==> src/rtl/frame_dump_tx_pkg.sv <==
// rtl/frame_dump_tx_pkg.sv - shared state encoding and header constants for frame_dump_tx
package frame_dump_tx_pkg;

  typedef enum logic [2:0] {
    IDLE,
    HDR,
    FETCH,
    LATCH,
    SEND,
    CSUM,
    DONE
  } state_t;

  localparam logic [7:0] SYNC0_DEFAULT = 8'hA5;
  localparam logic [7:0] SYNC1_DEFAULT = 8'h5A;
  localparam int         HDR_LEN       = 4;

endpackage

==> src/rtl/frame_dump_tx_btn_debounce.sv <==
// rtl/frame_dump_tx_btn_debounce.sv - button synchroniser, stability filter and press trigger
module frame_dump_tx_btn_debounce #(
  parameter int DEBOUNCE_BITS = 14
) (
  input  logic sys_clk_i,
  input  logic sys_rst_n_i,
  input  logic btn_i,
  output logic trig_o
);

  logic                     sync0;
  logic                     sync1;
  logic                     stable;
  logic [DEBOUNCE_BITS-1:0] cnt;
  logic                     cnt_sat;

  assign cnt_sat = &cnt;

  // The counter measures how long the synced level has been steady; sync1 only
  // changes after a cycle with sync0 != sync1, so every edge restarts the window.
  always_ff @(posedge sys_clk_i) begin
    if (!sys_rst_n_i) begin
      sync0  <= 1'b0;
      sync1  <= 1'b0;
      stable <= 1'b0;
      cnt    <= '0;
      trig_o <= 1'b0;
    end else begin
      sync0 <= btn_i;
      sync1 <= sync0;
      if (sync0 != sync1) begin
        cnt <= '0;
      end else if (!cnt_sat) begin
        cnt <= cnt + 1'b1;
      end
      if (cnt_sat) begin
        stable <= sync1;
      end
      trig_o <= cnt_sat & sync1 & ~stable;
    end
  end

endmodule

==> src/rtl/frame_dump_tx.sv <==
// rtl/frame_dump_tx.sv - dumps the downsample buffer over the UART with header and checksum
module frame_dump_tx
  import frame_dump_tx_pkg::*;
#(
  parameter int         X_COUNT       = 40,
  parameter int         Y_COUNT       = 30,
  parameter int         DEBOUNCE_BITS = 14,
  parameter int         HOLDOFF_BITS  = 13,
  parameter logic [7:0] SYNC0         = SYNC0_DEFAULT,
  parameter logic [7:0] SYNC1         = SYNC1_DEFAULT
) (
  input  logic        sys_clk_i,
  input  logic        sys_rst_n_i,
  input  logic        btn_i,
  output logic [5:0]  read_x,
  output logic [4:0]  read_y,
  input  logic [31:0] read_q,
  output logic [7:0]  uart_dat_o,
  output logic        uart_wr_o,
  input  logic        uart_busy_i,
  output logic        busy_o,
  output logic        done_o
);

  localparam logic [5:0] X_LAST   = 6'(X_COUNT - 1);
  localparam logic [4:0] Y_LAST   = 5'(Y_COUNT - 1);
  localparam logic [1:0] HDR_LAST = 2'(HDR_LEN - 1);

  state_t                  state_q;
  state_t                  state_d;
  logic                    trig;
  logic [HOLDOFF_BITS-1:0] hold_cnt;
  logic                    tx_ready;
  logic [1:0]              byte_idx;
  logic [31:0]             word_q;
  logic [7:0]              csum_q;
  logic                    last_word;
  logic                    send;
  logic [7:0]              tx_byte;

  frame_dump_tx_btn_debounce #(
    .DEBOUNCE_BITS(DEBOUNCE_BITS)
  ) u_btn_debounce (
    .sys_clk_i  (sys_clk_i),
    .sys_rst_n_i(sys_rst_n_i),
    .btn_i      (btn_i),
    .trig_o     (trig)
  );

  always_ff @(posedge sys_clk_i) begin
    if (!sys_rst_n_i || uart_busy_i) begin
      hold_cnt <= '0;
    end else if (!(&hold_cnt)) begin
      hold_cnt <= hold_cnt + 1'b1;
    end
  end

  // The pending strobe blocks a second write before the UART has raised busy.
  assign tx_ready  = (&hold_cnt) & ~uart_busy_i & ~uart_wr_o;
  assign last_word = (read_x == X_LAST) && (read_y == Y_LAST);

  always_ff @(posedge sys_clk_i) begin
    if (!sys_rst_n_i) begin
      state_q <= IDLE;
    end else begin
      state_q <= state_d;
    end
  end

  always_comb begin
    state_d = state_q;
    case (state_q)
      IDLE:    if (trig) state_d = HDR;
      HDR:     if (tx_ready && byte_idx == HDR_LAST) state_d = FETCH;
      FETCH:   state_d = LATCH;
      LATCH:   state_d = SEND;
      SEND:    if (tx_ready && byte_idx == 2'd3) state_d = last_word ? CSUM : FETCH;
      CSUM:    if (tx_ready) state_d = DONE;
      DONE:    state_d = IDLE;
      default: state_d = IDLE;
    endcase
  end

  always_comb begin
    send    = 1'b0;
    tx_byte = 8'h00;
    case (state_q)
      HDR: begin
        send = tx_ready;
        case (byte_idx)
          2'd0:    tx_byte = SYNC0;
          2'd1:    tx_byte = SYNC1;
          2'd2:    tx_byte = 8'(X_COUNT);
          default: tx_byte = 8'(Y_COUNT);
        endcase
      end
      SEND: begin
        send = tx_ready;
        case (byte_idx)
          2'd0:    tx_byte = word_q[31:24];
          2'd1:    tx_byte = word_q[23:16];
          2'd2:    tx_byte = word_q[15:8];
          default: tx_byte = word_q[7:0];
        endcase
      end
      CSUM: begin
        send    = tx_ready;
        tx_byte = csum_q;
      end
      default: begin
        send    = 1'b0;
        tx_byte = 8'h00;
      end
    endcase
  end

  always_ff @(posedge sys_clk_i) begin
    if (!sys_rst_n_i) begin
      read_x     <= '0;
      read_y     <= '0;
      uart_dat_o <= '0;
      uart_wr_o  <= 1'b0;
      busy_o     <= 1'b0;
      done_o     <= 1'b0;
      byte_idx   <= '0;
      word_q     <= '0;
      csum_q     <= '0;
    end else begin
      uart_wr_o <= send;
      done_o    <= 1'b0;
      if (send) begin
        uart_dat_o <= tx_byte;
      end
      case (state_q)
        IDLE: begin
          if (trig) begin
            busy_o   <= 1'b1;
            byte_idx <= '0;
            csum_q   <= '0;
            read_x   <= '0;
            read_y   <= '0;
          end
        end
        HDR: begin
          if (send) byte_idx <= byte_idx + 1'b1;
        end
        LATCH: begin
          word_q   <= read_q;
          byte_idx <= '0;
        end
        SEND: begin
          if (send) begin
            csum_q   <= csum_q + tx_byte;
            byte_idx <= byte_idx + 1'b1;
            // The final address is held so read_x/read_y never leave the buffer.
            if (byte_idx == 2'd3 && !last_word) begin
              if (read_x == X_LAST) begin
                read_x <= '0;
                read_y <= read_y + 1'b1;
              end else begin
                read_x <= read_x + 1'b1;
              end
            end
          end
        end
        DONE: begin
          done_o <= 1'b1;
          busy_o <= 1'b0;
        end
        default: begin
        end
      endcase
    end
  end

endmodule

==> config.mk <==
export PLATFORM = sky130hd
export DESIGN_NAME = frame_dump_tx
export DESIGN_NICKNAME = d
export VERILOG_FILES = /design/src/rtl/frame_dump_tx_pkg.sv /design/src/rtl/frame_dump_tx_btn_debounce.sv /design/src/rtl/frame_dump_tx.sv
export SDC_FILE = /design/constraint.sdc
export NUM_CORES = 1
export LEC_CHECK = 0
export BUFFER_PORTS_ARGS = -buffer_cell sky130_fd_sc_hd__buf_2
export CORE_MARGIN = 3
export CORE_UTILIZATION = 40
export DETAILED_ROUTE_END_ITERATION = 7
export GPL_ROUTABILITY_DRIVEN = 1
export PLACE_DENSITY = 0.63
export SETUP_SLACK_MARGIN = 0.4
export SLEW_MARGIN = 15
export SYNTH_ARGS = -nofsm -noshare
export SYNTH_HDL_FRONTEND = slang
export SYNTH_SLANG_ARGS = --single-unit
==> constraint.sdc <==
create_clock -name sys_clk_i -period 2.9 [get_ports sys_clk_i]
set_input_delay 0.145 -clock sys_clk_i [delete_from_list [all_inputs] [get_ports sys_clk_i]]
set_output_delay 0.145 -clock sys_clk_i [all_outputs]
set_load 0.005 [all_outputs]
==> results.md, run 1 <==
- Via count: roughly 4.5k
- CTS Root Cell: clkbuf_16
- Die X: about 120 µm
- Htree depth: 3
- Crit Path Class: flip-flop to flip-flop
- Clock buffer depth: 2
- Ys async rst share: 0%
- Tot Pwr: between 2 and 3 mW
- Wire per inst: roughly 16 µm
- Syn_area_per_cell: 8.14 µm²
- Starting Density: between 40% and 50%
- Global Route Usage Sum: approximately a fifth
- Cell depth of the worst flop-to-flop path: 12
- Yosys warns: 0
- Multi-input logic area: between 2000 and 3000 µm²
- Hold Path Class: input pin to flip-flop
- Max-slew violation count: 0
- Largest net degree at the start of global routing: between 50 and 60
- GRT overflow: 0
- Worst slew pin tran: around 0.99 ns
- FF+latch area: a little under 2000 µm²
- Critical Path AT: between 3 and 4 ns
- Comb pwr share: between 2 and 2.5%
- First-pass GRT wire length: ~21000 µm
- Die extent in y: between 100 and 150 µm
- Post-synth cell types: 56
- DRT Wirelength: 12500 µm
- ANT cells: 0
- Number of synthesized flops with an enable pin: 0
- Fraction of layout cells with a size suffix above 1: a little under a fifth
- Max Cap Viol: 0
- Seq pwr share: between 50% and 60%
- RSZ-0062 raised after global routing: true
- Final TNS setup: 0 ns
- Hold path depth: 2
- Minimum clock period: ~2.8 ns
- Synthesized Nets: between 600 and 700
- Dpl cell area: between 5000 and 6000 µm²
- Max Clk Rate: 359 MHz
- Final Hold Viols: 0
- Yosys reg bits: between 90 and 100
- Reg clk slew, reported paths: approximately 0.070 ns
- Clock sinks: 98
- Pwr dens: 452 nW/µm²
- Final instance area: ~5800 µm²
- Later-pin clock latency in the skew report: roughly 0.35 ns
- Power Internal: around 2.0 mW
- Synthesized cell area: just under 5000 µm²
- Post-synth top flop: dfxtp_1
- Hpwl dp: around 8600 µm
- Port bufs: 57
- Final WS setup: ~0.12 ns
- Number of global-route vias before repair: between 4k and 5k
- Critical Path Start Type: flip-flop
- GPL Wtd Cong: 0.821
- Maximum vdd ir drop: around 0.00033 V
- Filler Cell Count: 1125
- Core Rows: 39
- Rel. slew slack: about 34%
- Status: finished, final reports clean
- Register area share after synthesis: around two fifths
- Critical Path RT: roughly 3.1 ns
- I/O pins: 58
- Crit path max fanout: 7
- Placed Cells: between 700 and 800
- DR pass1 iterations: 6
- Die ar.: approximately 14000 µm²
- Core area: 11700 µm²
- Via density: ~5.6
- Leakage: approximately 2.1 nW
- Post-route DRC: 0
- Place WS: ~0.018 ns
- Finish-stage setup viols: 0
- Area growth from synthesis to layout: 19.2%
- Sw frac: between 20% and 30%
- Post-synthesis cell count: ~600
- Post-layout nets: ~710
- Fin Clk Skew: 0.0115 ns
- CTS tree: yes
- Antenna violations before repair: 0
- CP endpoint kind: flip-flop
- Clk pwr share: a little under half
- Post-Layout Cell Count: around 800
- Crit share post-route: 96.0%
- Iteration-0 DRC Markers: 335
- Remaining antenna violation count: 0
- Switch Pwr: approximately 0.58 mW
- CTS buffer count: 9
==> layout by cell type, fill, tap and decap left out, types with 6 or more instances in the layout <==
master	netlist	final
o21ai_0	22	16
nand4_1	7	7
a222oi_1	8	8
buf_2	4	57
a21oi_1	58	55
nand2_1	101	101
a211oi_1	7	7
nand3_1	28	28
clkbuf_16	0	9
buf_4	0	27
nor2_1	47	47
nor3_1	14	14
o21ai_1	0	6
xor2_1	9	9
xnor2_1	15	15
mux2i_1	8	8
o31ai_1	7	7
nand2b_1	8	8
ha_1	18	12
and4_1	6	6
dfxtp_1	98	96
inv_1	15	13
==> path summary, 6_finish.rpt <==
check          startpoint              endpoint  slack [ns]
min reg2reg  hold_cnt[12]          hold_cnt[12]        0.45
max reg2reg   byte_idx[0]             csum_q[6]        0.12
min                 btn_i  u_btn_debounce.sync0        0.01
max           byte_idx[0]             csum_q[6]        0.12
==> synth_stat cells (3+ instances only) <==
cell       number  area [µm²]
nand3b_1        4        30.0
or4_1           5        37.5
o21bai_1        3        22.5
a211oi_1        7        52.6
nand2_1       101         379
and2_1          5        31.3
nor2_1         47         176
and3_1          4        25.0
xor2_1          9        78.8
xnor2_1        15         131
nand4_1         7        43.8
nand4b_1        3        26.3
and4_1          6        52.6
a21o_1          4        30.0
clkbuf_1       30         113
o41ai_1         4        35.0
nand2b_1        8        50.1
a31oi_1         4        25.0
a222oi_1        8        80.1
o211ai_1        3        22.5
a2111oi_0       3        26.3
nand3_1        28         140
o311ai_0        3        26.3
mux2i_1         8        80.1
or3_1           5        31.3
ha_1           18         225
o21ai_0        22         110
nor3_1         14        70.1
buf_2           4        20.0
a22o_1          4        35.0
inv_1          15        56.3
a21oi_1        58         290
nor4_1          5        31.3
dfxtp_1        98        1960
o31ai_1         7        52.6
==> worst max-delay path: stages, from the launching register on <==
cell      delay (ns)
dfxtp_4         0.37
buf_6           0.12
ha_4            0.18
a222oi_1        0.29
o21ai_1         0.10
a21o_1          0.22
ha_4            0.18
fa_2            0.36
a21o_1          0.17
a21oi_2         0.19
nor2_1          0.09
a311oi_1        0.29
o21ai_1         0.10
==> registers in the layout (all words and copies together), names as in the netlist, 2 cells and up <==
name                cells
byte_idx                2
csum_q                  8
hold_cnt               13
read_x                  6
read_y                  5
state_q                 3
u_btn_debounce.cnt     14
uart_dat_o              8
word_q                 32
==> layout make-up <==
type | count | share of cell area [%]
sequential | 98 | 34.0
timing repair buffer | 85 | 8.62
inverter | 16 | 1.12
multi-input combinational | 447 | 48.1
tap | 143 | 3.09
clock inverter | 6 | 1.12
clock buffer | 9 | 3.89
==> through the flow <==
| stage | hold WS [ns] | utilization, % |
|---|---|---|
| finish | 0.0119 | 49.7 |
| global route | 0.00726 | 49.7 |
| CTS | 0.00260 | 49.3 |
| detailed placement | 0.374 | 45.5 |
| global placement | 0.373 | 45.5 |
| floorplan | 0.272 | - |
==> layer usage <==
metal / share of wire (%) / track usage (%)
met5: 0 / 0
met3: 4.7 / 3.42
met1: 46 / 25.0
met2: 47 / 30.6
met4: 2.9 / 9.05
==> logic make-up (layout without fill, tap and decap cells) <==
family	count (synthesis)	after routing	share of synthesized area [%]
and+or+nand+nor	252	252	25.0
AOI/OAI and AO/OA	143	143	19.1
DFF	98	98	40.4
buffers and inverters	52	116	4.28
xor gates and xnor gates	24	24	4.33
adders and majority gates	20	20	5.26
muxes	8	8	1.65
==> power groups by stage <==
stage	clock, mW	sequential (mW)	combinational, mW
2_1_floorplan	0	1.39	0.0307
3_3_place_gp	0	1.39	0.0600
3_5_place_dp	0	1.39	0.0621
4_1_cts	1.22	1.35	0.0622
5_1_grt	1.27	1.35	0.0698
6_report	1.20	1.35	0.0620
==> timing repair <==
item | CTS | global route
gates resized for setup | 16 | 4
cloned | 0 | 0
buffers inserted | 13 | 2
hold buffers | 0 | 0
endpoints found under the setup margin | 5 | 9
pin swaps | 16 | 13
Power figures use the tool's default switching activity.
==> inputs of run 2 (changes only) <==
--- a/config.mk
+++ b/config.mk
@@ -10,6 +10,7 @@
 export CORE_UTILIZATION = 40
 export DETAILED_ROUTE_END_ITERATION = 7
 export GPL_ROUTABILITY_DRIVEN = 1
+export GPL_TIMING_DRIVEN = 0
 export PLACE_DENSITY = 0.63
 export SETUP_SLACK_MARGIN = 0.4
 export SLEW_MARGIN = 15
==> run 2 against run 1 <==
Effect of this change: worst hold slack improved by 0.016 ns; critical path depth rose by 1; maximum frequency fell by 7.2%; first-iteration DRC count is 8.4% lower; via count up 2.3%; the run now ends with negative setup slack left; register-to-register slack lost 0.22 ns; non-clock buffer count is 23 higher; power down 3.6%; global-route usage rose by 0.10 points; combinational power grew 13%.
==> results.md, run 2 (synthesized netlist as in run 1, its figures left out) <==
- Hold buffers post-CTS: 0 (unchanged)
- Final instance area: 5870 µm² (was 5790 µm²)
- Largest regs: word_q x32, u_btn_debounce.cnt x14, hold_cnt x13 (unchanged)
- Via count: 4631 (was 4529)
- Clock buffer depth: 2 (unchanged)
- Die ar.: 13500 µm² (unchanged)
- Cell depth of the worst flop-to-flop path: 13 (was 12)
- Reg clk slew, reported paths: 0.06 ns (was 0.07 ns)
- Die X: 116 µm (unchanged)
- Worst reg2reg setup slack: -0.10 ns (was 0.12 ns)
- Hold Crit Start: btn_i (unchanged)
- Hold path depth: 2 (unchanged)
- Status: finished, violations left (was finished, final reports clean)
- Antenna violations before repair: 0 (unchanged)
- DRT Wirelength: 12800 µm (was 12500 µm)
- Hold Path Class: input pin to flip-flop (unchanged)
- Global Route Usage Sum: 19.2% (was 19.1%)
- Dpl cell area: 5360 µm² (was 5310 µm²)
- Max Clk Rate: 333 MHz (was 359 MHz)
- First-pass GRT wire length: 20500 µm (was 20600 µm)
- Fraction of layout cells with a size suffix above 1: 18.3% (was 18.6%)
- Starting Density: 41.6% (unchanged)
- Critical Path AT: 3.23 ns (was 3.01 ns)
- DR pass1 iterations: 6 (unchanged)
- Later-pin clock latency in the skew report: 0.35 ns (about the same)
- Remaining antenna violation count: 0 (unchanged)
- Critical Path RT: 3.12 ns (was 3.13 ns)
- Critical Path Start Type: flip-flop (unchanged)
- End of the worst register-to-register path: csum_q[6] (unchanged)
- Commonest non-fill, non-tap cell in the layout: nand2_1 (unchanged)
- Max-slew violation count: 0 (unchanged)
- GRT overflow: 0 (unchanged)
- Largest reg by FF count: word_q (unchanged)
- Minimum clock period: 3.00 ns (was 2.78 ns)
- Maximum vdd ir drop: 0.000211 V (was 0.000333 V)
- Via density: 5.61 (was 5.63)
- Reg2reg start: byte_idx[0] (unchanged)
- Final WS setup: -0.102 ns (was 0.115 ns)
- Leakage: 2.15 nW (was 2.12 nW)
- Hold Path End: u_btn_debounce.sync0 (unchanged)
- Finish-stage setup viols: 2 (was 0)
- Post-route DRC: 0 (unchanged)
- Area growth from synthesis to layout: 20.9% (was 19.2%)
- Worst slew pin tran: 0.917 ns (was 0.988 ns)
- Pwr dens: 429 nW/µm² (was 452 nW/µm²)
- Post-layout nets: 735 (was 712)
- Crit path max fanout: 5 (was 7)
- Wire per inst: 15.5 µm (was 15.6 µm)
- Number of global-route vias before repair: 4156 (was 4369)
- Crit Path Class: flip-flop to flip-flop (unchanged)
- Final Hold Viols: 0 (unchanged)
- ANT cells: 0 (unchanged)
- RSZ-0062 raised after global routing: true (unchanged)
- Iteration-0 DRC Markers: 307 (was 335)
- CTS buffer count: 9 (unchanged)
- Commonest non-fill, non-tap cells in the layout: nand2_1, dfxtp_1, buf_2, a21oi_1, nor2_1 (unchanged)
- CP endpoint kind: flip-flop (unchanged)
- Max Cap Viol: 0 (unchanged)
- Core area: 11700 µm² (unchanged)
- Core Rows: 39 (unchanged)
- Fin Clk Skew: 0.00773 ns (was 0.0115 ns)
- CTS Root Cell: clkbuf_16 (unchanged)
- Largest register FFs: 32 (unchanged)
- Htree depth: 3 (unchanged)
- GPL Wtd Cong: 0.854 (was 0.821)
- Largest net degree at the start of global routing: 16 (was 56)
- Place WS: -0.210 ns (was 0.0181 ns)
- Crit share post-route: 104% (was 96.0%)
- I/O pins: 58 (unchanged)
- Die extent in y: 116 µm (unchanged)
- Clock sinks: 98 (unchanged)
- Hpwl dp: 9130 µm (was 8550 µm)
- Failing checks: negative setup slack
- Port bufs: 56 (was 57)
- Rel. slew slack: 38.3% (was 34.2%)
- CTS tree: yes (unchanged)
run 2: how the worst max path moves through the flow:
stage | end | slack, ns | startpoint | depth (start not counted)
floorplan | csum_q[6] | 0.29 | byte_idx[0] | 13
global placement | csum_q[6] | -0.16 | byte_idx[0] | 11
detailed placement | csum_q[6] | -0.21 | byte_idx[1] | 13
CTS | csum_q[6] | -0.09 | byte_idx[0] | 13
global route | csum_q[7] | -0.26 | byte_idx[1] | 12
finish | csum_q[6] | -0.10 | byte_idx[0] | 13
run 2: area by class of cell:
| cell class | instances | area (µm²) |
|---|---|---|
| clock inverter | 3 | 25.0 |
| buffer | 36 | 194 |
| sequential | 98 | 1970 |
| tap | 143 | 179 |
| timing repair buffer | 72 | 400 |
| multi-input combinational | 447 | 2800 |
| fill | 1127 | 5790 |
| clock buffer | 11 | 243 |
| inverter | 16 | 65.1 |
run 2: power by group:
part	internal (mW)	switching, mW
clock	0.600	0.498
combinational	0.0264	0.0434
sequential	1.35	0.00442
total	1.98	0.545
run 2: worst max-delay path, cell delays in order (launching register included):
cell	delay, ns
dfxtp_4	0.38
inv_4	0.05
ha_4	0.16
clkbuf_16	0.15
a222oi_1	0.43
o21ai_1	0.13
a21o_1	0.19
ha_2	0.19
fa_2	0.34
a21o_1	0.17
a21oi_2	0.19
nor2_1	0.08
a311oi_1	0.29
o21ai_1	0.12
run 2: repair_timing:
action | CTS | global route
pin swaps | 9 | 15
resized for setup | 14 | 25
setup endpoints to repair | 15 | 24
setup buffers | 10 | 6
run 2: layer usage:
layer	wire length, µm	track usage (%)	vias up
li1	-	-	2316
met5	0	0	-
met1	5850	26.0	2141
met2	5770	29.3	146
met3	733	3.52	28
met4	428	9.82	0
run 2: through the flow:
stage	setup TNS [ns]	cells	util [%]	power (mW)	hold slack, ns
2_1_floorplan	0	597	-	1.42	0.272
3_3_place_gp	-0.478	796	46.0	1.45	0.378
3_5_place_dp	-0.564	796	46.0	1.45	0.387
4_1_cts	-0.131	820	49.3	2.56	0.0147
5_1_grt	-0.803	826	50.4	2.61	0.0282
6_report	-0.167	826	50.4	2.52	0.0283
